<file path="src/rtl/seq_detect_pkg.sv">
// Shared types and helpers for the programmable serial-pattern detector.
package seq_detect_pkg;

   typedef enum logic [1:0] {
      ST_IDLE = 2'd0,
      ST_RUN  = 2'd1,
      ST_DONE = 2'd2
   } state_e;

   localparam int DEF_MAX_LEN = 8;
   localparam int DEF_CNT_W   = 8;

   // Low len bits set; callers slice the result down to their pattern width.
   function automatic logic [31:0] len_mask(input int unsigned len);
      if (len >= 32)
         return '1;
      return (32'd1 << len) - 32'd1;
   endfunction

endpackage

</file>
<file path="src/rtl/seq_detect_ctrl_if.sv">
// Config handshake, serial stream and status bundle of the pattern detector.
interface seq_detect_ctrl_if
   import seq_detect_pkg::*;
#(
   parameter int MAX_LEN = DEF_MAX_LEN,
   parameter int CNT_W   = DEF_CNT_W,
   localparam int LEN_W  = $clog2(MAX_LEN) + 1
);
   logic               cfg_valid;
   logic               cfg_ready;
   logic [MAX_LEN-1:0] cfg_pattern;
   logic [LEN_W-1:0]   cfg_len;
   logic               cfg_overlap;
   logic [CNT_W-1:0]   cfg_target;
   logic               abort;
   logic               data_valid;
   logic               data_in;
   logic               match;
   logic [CNT_W-1:0]   match_cnt;
   logic               busy;
   logic               done;
   logic               err;

   modport master (
      output cfg_valid, cfg_pattern, cfg_len, cfg_overlap, cfg_target,
      output abort, data_valid, data_in,
      input  cfg_ready, match, match_cnt, busy, done, err
   );

   modport slave (
      input  cfg_valid, cfg_pattern, cfg_len, cfg_overlap, cfg_target,
      input  abort, data_valid, data_in,
      output cfg_ready, match, match_cnt, busy, done, err
   );
endinterface

</file>
<file path="src/rtl/seq_window_match.sv">
// Shift window + fill counter; hit is combinational from the post-shift window and fill.
module seq_window_match
   import seq_detect_pkg::*;
#(
   parameter int MAX_LEN = DEF_MAX_LEN,
   localparam int LEN_W  = $clog2(MAX_LEN) + 1
) (
   input  logic               clk,
   input  logic               rst,
   input  logic               shift_en_i,
   input  logic               clear_i,
   input  logic               data_i,
   input  logic [LEN_W-1:0]   len_i,
   input  logic [MAX_LEN-1:0] pattern_i,
   input  logic               overlap_i,
   output logic               hit_o
);
   logic [MAX_LEN-1:0] win_q, win_d;
   logic [LEN_W-1:0]   fill_q, fill_d, fill_inc;
   logic [31:0]        mask_full;
   logic [MAX_LEN-1:0] mask;

   assign mask_full = len_mask(32'(len_i));
   assign mask      = mask_full[MAX_LEN-1:0];
   assign win_d     = {win_q[MAX_LEN-2:0], data_i};
   assign fill_inc  = (fill_q == len_i) ? len_i : fill_q + 1'b1;
   assign hit_o     = shift_en_i && (fill_inc == len_i) && (((win_d ^ pattern_i) & mask) == '0);

   // Non-overlap restarts the fill so bits of this match cannot seed the next one.
   assign fill_d = (hit_o && !overlap_i) ? '0 : fill_inc;

   always_ff @(posedge clk) begin
      if (rst || clear_i) begin
         win_q  <= '0;
         fill_q <= '0;
      end else if (shift_en_i) begin
         win_q  <= win_d;
         fill_q <= fill_d;
      end
   end
endmodule

</file>
<file path="src/rtl/seq_detect_ctrl.sv">
// Programmable serial-pattern detection controller: config handshake, scan, count, done.
module seq_detect_ctrl
   import seq_detect_pkg::*;
#(
   parameter int MAX_LEN = DEF_MAX_LEN,
   parameter int CNT_W   = DEF_CNT_W,
   localparam int LEN_W  = $clog2(MAX_LEN) + 1
) (
   input  logic            clk,
   input  logic            rst,
   seq_detect_ctrl_if.slave bus
);
   state_e             state_q, state_d;
   logic [MAX_LEN-1:0] pattern_q, pattern_d;
   logic [LEN_W-1:0]   len_q, len_d;
   logic               overlap_q, overlap_d;
   logic [CNT_W-1:0]   target_q, target_d;
   logic [CNT_W-1:0]   cnt_q, cnt_d, cnt_inc;
   logic               match_q, match_d;
   logic               err_q, err_d;
   logic               clear, shift_en, hit, cfg_hs, cfg_bad;

   assign cfg_hs   = bus.cfg_valid && (state_q != ST_RUN);
   assign cfg_bad  = (bus.cfg_len == '0) || (int'(bus.cfg_len) > MAX_LEN);
   assign shift_en = (state_q == ST_RUN) && bus.data_valid && !bus.abort;
   assign cnt_inc  = (cnt_q == '1) ? cnt_q : cnt_q + 1'b1;

   seq_window_match #(.MAX_LEN(MAX_LEN)) u_win (
      .clk       (clk),
      .rst       (rst),
      .shift_en_i(shift_en),
      .clear_i   (clear),
      .data_i    (bus.data_in),
      .len_i     (len_q),
      .pattern_i (pattern_q),
      .overlap_i (overlap_q),
      .hit_o     (hit)
   );

   always_comb begin
      state_d   = state_q;
      pattern_d = pattern_q;
      len_d     = len_q;
      overlap_d = overlap_q;
      target_d  = target_q;
      cnt_d     = cnt_q;
      err_d     = err_q;
      match_d   = 1'b0;
      clear     = 1'b0;
      case (state_q)
         ST_RUN: begin
            if (bus.abort) begin
               state_d = ST_IDLE;
            end else if (hit) begin
               match_d = 1'b1;
               cnt_d   = cnt_inc;
               if (target_q != '0 && cnt_inc == target_q)
                  state_d = ST_DONE;
            end
         end
         default: begin
            // A new config takes precedence over abort while idle or done.
            if (cfg_hs) begin
               pattern_d = bus.cfg_pattern;
               len_d     = bus.cfg_len;
               overlap_d = bus.cfg_overlap;
               target_d  = bus.cfg_target;
               cnt_d     = '0;
               clear     = 1'b1;
               err_d     = cfg_bad;
               state_d   = cfg_bad ? ST_DONE : ST_RUN;
            end else if (bus.abort) begin
               err_d   = 1'b0;
               state_d = ST_IDLE;
            end
         end
      endcase
   end

   always_ff @(posedge clk) begin
      if (rst) begin
         state_q   <= ST_IDLE;
         pattern_q <= '0;
         len_q     <= '0;
         overlap_q <= 1'b0;
         target_q  <= '0;
         cnt_q     <= '0;
         match_q   <= 1'b0;
         err_q     <= 1'b0;
      end else begin
         state_q   <= state_d;
         pattern_q <= pattern_d;
         len_q     <= len_d;
         overlap_q <= overlap_d;
         target_q  <= target_d;
         cnt_q     <= cnt_d;
         match_q   <= match_d;
         err_q     <= err_d;
      end
   end

   assign bus.cfg_ready = (state_q != ST_RUN);
   assign bus.busy      = (state_q == ST_RUN);
   assign bus.done      = (state_q == ST_DONE);
   assign bus.err       = err_q;
   assign bus.match     = match_q;
   assign bus.match_cnt = cnt_q;
endmodule

</file>
<file path="src/flat_wrapper.sv">
// flat-port wrapper written by rule: the top's interface ports become plain ports
module seq_detect_ctrl_flat import seq_detect_pkg::*;
#(
   parameter int MAX_LEN = DEF_MAX_LEN,
   parameter int CNT_W   = DEF_CNT_W,
   localparam int LEN_W  = $clog2(MAX_LEN) + 1
)
  (clk, rst, bus_cfg_valid, bus_cfg_pattern, bus_cfg_len, bus_cfg_overlap, bus_cfg_target, bus_abort, bus_data_valid, bus_data_in, bus_cfg_ready, bus_match, bus_match_cnt, bus_busy, bus_done, bus_err);
  seq_detect_ctrl_if #(.MAX_LEN(MAX_LEN), .CNT_W(CNT_W)) bus_i ();
  input  logic clk;
  input  logic rst;
  input wire logic [$bits(bus_i.cfg_valid)-1:0] bus_cfg_valid;
  input wire logic [$bits(bus_i.cfg_pattern)-1:0] bus_cfg_pattern;
  input wire logic [$bits(bus_i.cfg_len)-1:0] bus_cfg_len;
  input wire logic [$bits(bus_i.cfg_overlap)-1:0] bus_cfg_overlap;
  input wire logic [$bits(bus_i.cfg_target)-1:0] bus_cfg_target;
  input wire logic [$bits(bus_i.abort)-1:0] bus_abort;
  input wire logic [$bits(bus_i.data_valid)-1:0] bus_data_valid;
  input wire logic [$bits(bus_i.data_in)-1:0] bus_data_in;
  output wire logic [$bits(bus_i.cfg_ready)-1:0] bus_cfg_ready;
  output wire logic [$bits(bus_i.match)-1:0] bus_match;
  output wire logic [$bits(bus_i.match_cnt)-1:0] bus_match_cnt;
  output wire logic [$bits(bus_i.busy)-1:0] bus_busy;
  output wire logic [$bits(bus_i.done)-1:0] bus_done;
  output wire logic [$bits(bus_i.err)-1:0] bus_err;
  assign bus_i.cfg_valid = bus_cfg_valid;
  assign bus_i.cfg_pattern = bus_cfg_pattern;
  assign bus_i.cfg_len = bus_cfg_len;
  assign bus_i.cfg_overlap = bus_cfg_overlap;
  assign bus_i.cfg_target = bus_cfg_target;
  assign bus_i.abort = bus_abort;
  assign bus_i.data_valid = bus_data_valid;
  assign bus_i.data_in = bus_data_in;
  assign bus_cfg_ready = bus_i.cfg_ready;
  assign bus_match = bus_i.match;
  assign bus_match_cnt = bus_i.match_cnt;
  assign bus_busy = bus_i.busy;
  assign bus_done = bus_i.done;
  assign bus_err = bus_i.err;
  seq_detect_ctrl #(.MAX_LEN(MAX_LEN), .CNT_W(CNT_W)) u_core (.clk(clk), .rst(rst), .bus(bus_i));
endmodule
</file>
<file path="config.mk">
export PLATFORM = sky130hd
export DESIGN_NAME = seq_detect_ctrl_flat
export DESIGN_NICKNAME = d
export VERILOG_FILES = /design/src/rtl/seq_detect_pkg.sv /design/src/rtl/seq_detect_ctrl_if.sv /design/src/rtl/seq_window_match.sv /design/src/rtl/seq_detect_ctrl.sv /design/src/flat_wrapper.sv
export SDC_FILE = /design/constraint.sdc
export NUM_CORES = 1
export LEC_CHECK = 0
export CORE_ASPECT_RATIO = 0.6
export CORE_UTILIZATION = 49
export DETAILED_ROUTE_END_ITERATION = 10
export PLACE_DENSITY_LB_ADDON = 0.15
export RECOVER_POWER = 25
export SETUP_SLACK_MARGIN = 0.1
export SLEW_MARGIN = 0
export SYNTH_ARGS = -nofsm -noshare
export SYNTH_HDL_FRONTEND = slang
export SYNTH_HIERARCHICAL = 1
export SYNTH_SLANG_ARGS = --single-unit
</file>
<file path="constraint.sdc">
create_clock -name clk -period 2.84 [get_ports clk]
set_clock_uncertainty 0.15 [all_clocks]
set_input_delay 0.568 -clock clk [delete_from_list [all_inputs] [get_ports clk]]
set_output_delay 0.568 -clock clk [all_outputs]
set_load 0.01 [all_outputs]
</file>
Word level (Yosys, flattened, before mapping) --
Index checks and enable logic that the tools add are counted.
Cells by class: mux-type cells 19, shifts and indexed selects 1, magnitude comparators 1, reductions and logical operators 22, equal/unequal tests 11, bitwise operators 3, $add $sub $neg 3
Operators with widths (count):
- $mux 8 | 5
- $mux 2 | 7
- $add 8x1->8 const B | 1
- $and 8x8->8 | 1
- $eq 4x4->1 | 2
- $eq 8x8->1 | 1
- $eq 8x8->1 const B | 1
- $logic_not 8->1 | 1
- $mux 4 | 2
- $reduce_bool 8->1 | 1
- $shl 1x4->8 const A | 1
- $sub 8x1->8 const B | 1
- $xor 8x8->8 | 1
- $logic_and 1x1->1 | 7
- $ne 3x2->1 const B | 2
- $reduce_and 3->1 | 2
- $mux 1 | 5
- $add 4x1->4 const B | 1
- $gt 4x4->1 const B | 1
- $logic_not 4->1 | 1
- $ne 2x1->1 const B | 2
- $reduce_and 2->1 | 2
- $reduce_bool 2->1 | 2
- $reduce_bool 3->1 | 1
- 7 further kinds | 9
Storage, ports and cells: output and inout port bits 13, word-level logic and storage cells 70, input port bits 27, flip-flop bits (word level) 44

Longest topological paths before layout --
Gate-level depths: netlist (run 1).
word-level depth 8, gate-level depth with buffers 14, gate-level depth less buffers 13

Modules after synthesis --
The synthesis (run 1) kept the hierarchy.
Modules (own cells, without submodules):
- seq_detect_ctrl | cells an instance 228, instances 1, sequential area each 660.6 sq um, area an instance 1737.9 sq um
- seq_window_match | cells an instance 100, instances 1, sequential area each 220.2 sq um, area an instance 905.9 sq um

Least setup slack after synthesis (run 1) --
OpenSTA, ideal clock, no wires.
path type reg-to-reg, start reg u_core.len_q[3], end reg u_core.state_q[0], period minus slack after synthesis 2.911 ns, setup time 0.114 ns, slack -0.071 ns, stages on the path, launching flop included 15, data arrival time 2.647 ns, required time 2.576 ns, cells stage by stage dfxtp_1 -> buf_6 -> nor4_2 -> inv_1 -> ha_1 -> nand2b_1 -> o21ai_1 -> a2111oi_0 -> nor2_1 -> nor2_1 -> o311a_1 -> o311ai_0 -> nor4_1 -> nand4_1 -> a21o_1
Between the ends: cells in the longest elaborated chain, start to end 7
RTL lines:
- start: declaration | line seq_detect_ctrl.sv:15 | logic [LEN_W-1:0] len_q, len_d;
- start signal: assignment | line seq_detect_ctrl.sv:93 | len_q <= len_d;
- $shl 1x4->8 / $eq 4x4->1 (equally long branches) | line seq_detect_pkg.sv:17, seq_window_match.sv:26
- $sub 8x1->8 / $mux 4 (equally long branches) | line seq_detect_pkg.sv:17, seq_window_match.sv:26
- $and 8x8->8 / $eq 4x4->1 (equally long branches) | line seq_window_match.sv:27 | assign hit_o = shift_en_i && (fill_inc == len_i) && (((win_d ^ pattern_i) & mask) == '0);
- $logic_not 8->1 / $logic_and 1x1->1 (equally long branches) | line seq_window_match.sv:27
- $logic_and 1x1->1 * | line seq_window_match.sv:27
- via u_core.hit | line seq_detect_ctrl.sv:21 | logic clear, shift_en, hit, cfg_hs, cfg_bad;
- $ne 3x2->1 (no source line) *
- $reduce_and 3->1 (no source line) *
- end signal: assignment | line seq_detect_ctrl.sv:91 | state_q <= state_d;
- end: declaration | line seq_detect_ctrl.sv:13 | state_e state_q, state_d;
Mark *: on every way through the listed nets, which the timed path passes. The rest lies on a longest branch. A chain may end at the register's enable or synchronous reset.

Final worst setup path (run 1) --
start reg u_core.len_q[1], end reg u_core.state_q[0]
The elaborated chain is that of the path after synthesis.

==> results of run 1 <==
[worst reg2reg max path: cells and delay by family, from the launching register on]
family / cells / cell delay, ps
adder cells (fa/ha/maj): 1 / 210
AND/OR/NAND/NOR: 7 / 1140
flip-flops: 1 / 380
AO/OA/AOI/OAI: 5 / 920
[power by group]
group          internal (mW)  switching [mW]
clock                  0.167           0.220
sequential             0.638          0.0244
combinational          0.126           0.137
total                  0.931           0.381
[through the flow]
| stage | setup TNS (ps) | util | hold WS (ps) | area, µm² |
|---|---|---|---|---|
| final | -91.81 | 0.6566 | 320.1 | 3368 |
| after global placement | -354.7 | 0.6154 | 306.4 | 3157 |
| after detailed placement | -1212 | 0.6154 | 313.3 | 3157 |
| after global routing | -474.8 | 0.6566 | 355.4 | 3368 |
| after CTS | 0 | 0.6334 | 325.3 | 3249 |
| after floorplan | 0 | - | 294.9 | 2655 |
[logic make-up (layout without fill, tap and decap cells)]
logic type | Yosys count | after routing | share of synthesized area
AND/OR/NAND/NOR | 145 | 145 | 0.2792
AO/OA/AOI/OAI | 76 | 76 | 0.1850
flip-flops | 44 | 44 | 0.3332
buffers and inverters | 25 | 72 | 0.05489
XOR/XNOR | 22 | 22 | 0.08424
multiplexers | 12 | 12 | 0.04543
adder cells (fa/ha/maj) | 4 | 4 | 0.01799
[area by class of cell]
cell class / instances / area share
Multi-Input combinational cell: 259 / 0.5186
Tap cell: 66 / 0.02452
Clock inverter: 2 / 0.003715
Inverter: 5 / 0.005572
Sequential cell: 44 / 0.2634
Clock buffer: 5 / 0.02043
Timing Repair Buffer: 60 / 0.1638
[registers in the layout, summed over array words and instances, names as in the netlist]
signal                count
u_core/bus.err            1
u_core/bus.match          1
u_core/bus.match_cnt      8
u_core/len_q              4
u_core/overlap_q          1
u_core/pattern_q          8
u_core/state_q            2
u_core/target_q           8
u_core/u_win/fill_q       4
u_core/u_win/win_q        7
[synthesized netlist by cell type, types with 2 or more instances]
master,instances
nand2_1,58
dfxtp_1,44
nor2_1,35
a21oi_1,34
mux2i_1,12
o21ai_0,10
xnor2_1,10
clkbuf_1,9
xor2_1,8
nand3_1,7
nor2b_1,6
nor3_1,6
nand2b_1,5
a311oi_1,4
buf_6,4
inv_1,4
nor4_1,4
xnor2_2,4
a211oi_1,3
buf_2,3
ha_1,3
nand3b_1,3
nand4_1,3
nor3b_1,3
a211oi_2,2
a2bb2oi_1,2
and3_1,2
buf_4,2
o211ai_1,2
o21ai_1,2
o31ai_1,2
[metal layers]
metal,wire length [µm],share of wire,global-route usage,vias to the layer above
met4,43,0.0060,0.03838,0
met1,3738,0.52,0.3924,1219
met2,2973,0.41,0.3451,102
met5,0,0,0,-
met3,462,0.064,0.05226,6
li1,-,-,-,1247
[how the worst max path moves through the flow]
stage                                      start                        endpoint  slack [ps]
floorplan           u_core/len_q[2]$_SDFFE_PP0P_  u_core/state_q[0]$_SDFFE_PP0P_          50
global placement                       bus_abort  u_core/state_q[0]$_SDFFE_PP0P_        -140
detailed placement                     bus_abort  u_core/state_q[0]$_SDFFE_PP0P_        -260
CTS                 u_core/len_q[2]$_SDFFE_PP0P_  u_core/state_q[0]$_SDFFE_PP0P_          40
global route        u_core/len_q[1]$_SDFFE_PP0P_  u_core/state_q[0]$_SDFFE_PP0P_        -200
finish              u_core/len_q[1]$_SDFFE_PP0P_  u_core/state_q[0]$_SDFFE_PP0P_         -70
[what timing repair did]
item / in CTS / in global routing
endpoints found under the setup margin: 6 / 10
pin swaps: 6 / 16
resized for setup: 6 / 25
hold endpoints to repair: 0 / 0
setup buffers: 0 / 1
==> flow_metrics.py, run 1 <==
metrics = {
    "outcome": {
        "status": "finished with violations",
        "failed_checks": "negative setup slack",
    },
    "cells_and_area": {
        "multi_input_area_um2": 1747,
        "final_cell_mix": "nand2_1, dfxtp_1, clkdlybuf4s50_1",
        "nNetsFinal": 405,
        "seqCellArea_um2": 887.1,
        "diodes": 0,
        "stdcell_count": 441,
        "fillers": 467,
        "mostFrequentLayoutCell": "nand2_1",
        "drive_gt1_frac": 0.1813,
        "areaGrowthSynthToFinish_pct": 27.40,
    },
    "grt": {
        "grt_pass1_vias": 2210,
        "antenna_found_initial": 0,
        "grt_max_degree": 25,
        "grt_usage": 0.2482,
        "grt_first_pass_wirelength_um": 11120,
        "overflow": 0,
    },
    "route": {
        "drc": 0,
        "dr_total_vias": 2574,
        "wire_per_inst_um": 16.37,
        "ant_nets": 0,
        "wl_um": 7217,
        "drt_pass1_iterations": 5,
        "drt_iter0_drc": 238,
        "vias_per_cell": 5.837,
    },
    "sta": {
        "setup_viol": 2,
        "maxSlewViolCount": 0,
        "timing.fmax_mhz": 344.1,
        "rsz0062_at_grt": "yes",
        "relSlewSlack": 0.3652,
        "tightest_slew_ps": 952.2,
        "final-hold-violation-count": 0,
        "setup_ws_ps": -66.38,
        "fin_crit_sh": 1.023,
        "period_needed_ps": 2906,
    },
    "yosys": {
        "ys_ff_latch": 44,
        "ys.warnings.count": 6,
        "syn_area_per_cell_um2": 8.060,
        "ys_seq_area_frac": 0.3332,
        "yosysTopAreaCell": "dfxtp_1",
        "synth_top_area_share": 0.3332,
        "synthTopCellsByArea": "dfxtp_1, nand2_1, a21oi_1",
        "synthArstFlopShare": 0,
        "syn_area_um2": 2644,
        "synth_edf_count": 0,
        "yosysUniqueCellTypes": 63,
        "synthCells": 328,
        "synthFlopType": "dfxtp_1",
        "syn_nets": 358,
    },
    "worst_setup_path": {
        "path_cells": "nor2_2 -> nand3b_1 -> ha_4 -> nand2b_4 -> o21ai_2 -> a2111oi_4 -> nor2_2 -> nor2_2 -> o311a_1 -> o311ai_2 -> nor4_1 -> nand4_1 -> a21o_1",
        "worstPathRequired_ps": 2880,
        "crit_top_cell": "nor2_2",
        "cp.arrival_ps": 2950,
        "reg2reg_depth": 13,
        "regToRegEndpoint": "u_core/state_q[0]$_SDFFE_PP0P_",
        "slowest_delay_ps": 380,
        "cp_max_fo": 4,
        "path_depth": 13,
        "crit_type": "reg -> reg",
        "crit_family": "simple AND/OR/NAND/NOR gates",
        "path_buf_inv": 0,
        "r2r_slack_ps": -70,
        "critPathSlowestCell": "dfxtp_1",
        "end_kind": "register",
        "startpoint_type": "register",
        "r2r_start": "u_core/len_q[1]$_SDFFE_PP0P_",
    },
    "clocking": {
        "clkTransAtPathRegs_ps": 90,
        "holdBufCountCts": 0,
        "insertion_delay_ps": 290,
        "htreeDepth": 2,
        "cts-root-buf": "clkbuf_8",
        "cts_buffers": 5,
        "clock_path_buffers": 2,
        "clock_sinks": 44,
        "cts_tree": "yes",
    },
    "pwr": {
        "vdd_drop_max_mv": 0.2247,
        "p_leak_nw": 1.181,
        "power_mw": 1.313,
        "p_per_area_nw_per_um2": 389.8,
    },
    "flow_run": {
        "cap_violations": 0,
    },
    "hold_path": {
        "hold_class": "reg -> reg",
        "hold_end": "u_core/pattern_q[7]$_SDFFE_PP0P_",
        "whs_path_depth": 2,
        "worstHoldStart": "u_core/pattern_q[7]$_SDFFE_PP0P_",
    },
    "die": {
        "ios": 40,
        "row_count": 20,
        "die_w_um": 96.83,
        "die_y_um": 58.90,
        "die_area_um2": 5703,
        "start_util": 0.5154,
        "core_um2": 5130,
    },
    "placed_design": {
        "io_buffers": 39,
        "dpl_worst_slack_ps": -260.3,
        "place_inst": 433,
        "finalWeightedCongestion": 0.9834,
        "dp_hpwl_um": 5149,
    },
}
Power figures use the tool's default switching activity.
==> inputs of run 2 (changes only) <==
CTS_CLUSTER_SIZE = 40   (was default)
==> results of run 2 <==
Final layout, timing and power as in run 1 (identical DEF).
==> inputs of run 3 (changes only) <==
TNS_END_PERCENT = 30   (was default)
==> run 3 against run 2 <==
Maximum frequency is 0.61% higher. Hold slack worse by 1.2 ps. Sequential power hardly changed. Clock power hardly changed. Worst setup slack better by 18 ps. Global-route usage is 0.12 points higher. Die area stayed put. The run still ends with negative setup slack left. Critical path type unchanged. Combinational power is 2% lower. Critical path depth stayed put. First-iteration DRC count is 11% lower. Via count is 0.47% lower.
==> flow_metrics.py, run 3 (same netlist as run 1, synthesis figures left out) <==
metrics = {
    "sta": {
        "timing.fmax_mhz": 346.2,
        "setup_ws_ps": -48.69,
        "fin_crit_sh": 1.017,
        "fin_tns_setup_ps": -50.19,
        "setup_viol": 2,
        "relSlewSlack": 0.4003,
        "rsz0062_at_grt": "yes",
        "period_needed_ps": 2889,
        "timing.hold.ws_ps": 318.9,
        "tightest_slew_ps": 899.5,
        "final-hold-violation-count": 0,
        "maxSlewViolCount": 0,
    },
    "clocking": {
        "htreeDepth": 2,
        "clock_sinks": 44,
        "cts_buffers": 5,
        "cts-root-buf": "clkbuf_8",
        "clock_path_buffers": 2,
        "clkTransAtPathRegs_ps": 90,
        "insertion_delay_ps": 300,
        "cts_tree": "yes",
        "holdBufCountCts": 0,
    },
    "grt": {
        "grt_pass1_vias": 2174,
        "grt_max_degree": 25,
        "grt_first_pass_wirelength_um": 11100,
        "antenna_found_initial": 0,
        "overflow": 0,
        "grt_usage": 0.2494,
    },
    "route": {
        "wire_per_inst_um": 15.79,
        "drc": 0,
        "wl_um": 6962,
        "ant_nets": 0,
        "dr_total_vias": 2562,
        "vias_per_cell": 5.810,
        "drt_pass1_iterations": 4,
        "drt_iter0_drc": 212,
    },
    "cells_and_area": {
        "stdcell_count": 441,
        "nNetsFinal": 405,
        "drive_gt1_frac": 0.1600,
        "fillers": 458,
        "final_cell_mix": "nand2_1, dfxtp_1, clkdlybuf4s50_1",
        "utilization": 0.6466,
        "areaGrowthSynthToFinish_pct": 25.46,
        "postLayoutCellArea_um2": 3317,
        "diodes": 0,
        "mostFrequentLayoutCell": "nand2_1",
    },
    "pwr": {
        "power_mw": 1.312,
        "vdd_drop_max_mv": 0.1963,
        "p_leak_nw": 1.178,
        "p_per_area_nw_per_um2": 395.6,
    },
    "worst_setup_path": {
        "crit_top_cell": "nor2_2",
        "path_buf_inv": 0,
        "end_kind": "register",
        "crit_family": "simple AND/OR/NAND/NOR gates",
        "cp.arrival_ps": 2940,
        "startpoint_type": "register",
        "crit_type": "reg -> reg",
        "cp_max_fo": 4,
        "critPathSlowestCell": "dfxtp_1",
        "path_cells": "nor2_2 -> nand3b_1 -> ha_4 -> nand2b_1 -> o21ai_2 -> a2111oi_4 -> nor2_2 -> nor2_2 -> o311a_1 -> o311ai_2 -> nor4_1 -> nand4_1 -> a21o_1",
        "slowest_delay_ps": 370,
        "worstPathRequired_ps": 2890,
    },
    "hold_path": {
        "hold_class": "reg -> reg",
    },
    "outcome": {
        "failed_checks": "negative setup slack",
        "status": "finished with violations",
    },
    "placed_design": {
        "io_buffers": 39,
        "dpl_worst_slack_ps": -255.6,
        "finalWeightedCongestion": 0.9835,
        "dp_hpwl_um": 5151,
        "place_inst": 433,
        "placed_cell_area_um2": 3157,
    },
    "die": {
        "start_util": 0.5154,
        "core_um2": 5130,
        "die_w_um": 96.83,
        "die_y_um": 58.90,
        "row_count": 20,
        "ios": 40,
        "die_area_um2": 5703,
    },
    "flow_run": {
        "cap_violations": 0,
    },
}
## run 3: changes by cell type in the layout (fill, tap and decap cells not counted), sizes merged
cell           before  now
clkdlybuf4s50      38   37
dlygate4sd3         1    2
## run 3: tightest hold or removal path, cell delays in order (launching register included)
cell     delay [ps]
dfxtp_1         320
nand2_1          50
a21oi_1          50
## run 3: path summary, 6_finish.rpt
kind                                       to  cells after the start                              from  slack, ps
max            u_core/state_q[0]$_SDFFE_PP0P_                     13      u_core/len_q[1]$_SDFFE_PP0P_        -50
min          u_core/pattern_q[7]$_SDFFE_PP0P_                      2  u_core/pattern_q[7]$_SDFFE_PP0P_        320
max reg2reg    u_core/state_q[0]$_SDFFE_PP0P_                     13      u_core/len_q[1]$_SDFFE_PP0P_        -50
min reg2reg  u_core/pattern_q[7]$_SDFFE_PP0P_                      2  u_core/pattern_q[7]$_SDFFE_PP0P_        320
## run 3: per-layer routing
layer  vias to the layer above  global-route usage  part of all wire
li1                       1249                   -                 -
met3                        10             0.05701             0.087
met4                         0             0.06610            0.0095
met5                         -                   0                 0
met1                      1176              0.3918              0.52
met2                       127              0.3330              0.38
## run 3: power by group
| group | switching (mW) | internal (mW) |
|---|---|---|
| Sequential | 0.0246 | 0.638 |
| Combinational | 0.134 | 0.125 |
| Clock | 0.223 | 0.167 |
## run 3: cell type report
type	instances	area (µm²)	share of cell area
multi-input cells	259	1699	0.5123
flip-flops and latches	44	887.1	0.2674
repair buffers	60	548.0	0.1652
well taps	66	82.58	0.02490
clock buffers	5	68.82	0.02075
inverters	5	18.77	0.005658
clock inverters	2	12.51	0.003772
## run 3: timing repair
| item | in CTS | in global routing |
|---|---|---|
| gates cloned | 0 | 0 |
| setup endpoints to repair | 7 | 10 |
| hold endpoints to repair | 0 | 0 |
| pin swaps | 6 | 4 |
| setup buffers | 0 | 1 |
| gates resized for setup | 6 | 14 |
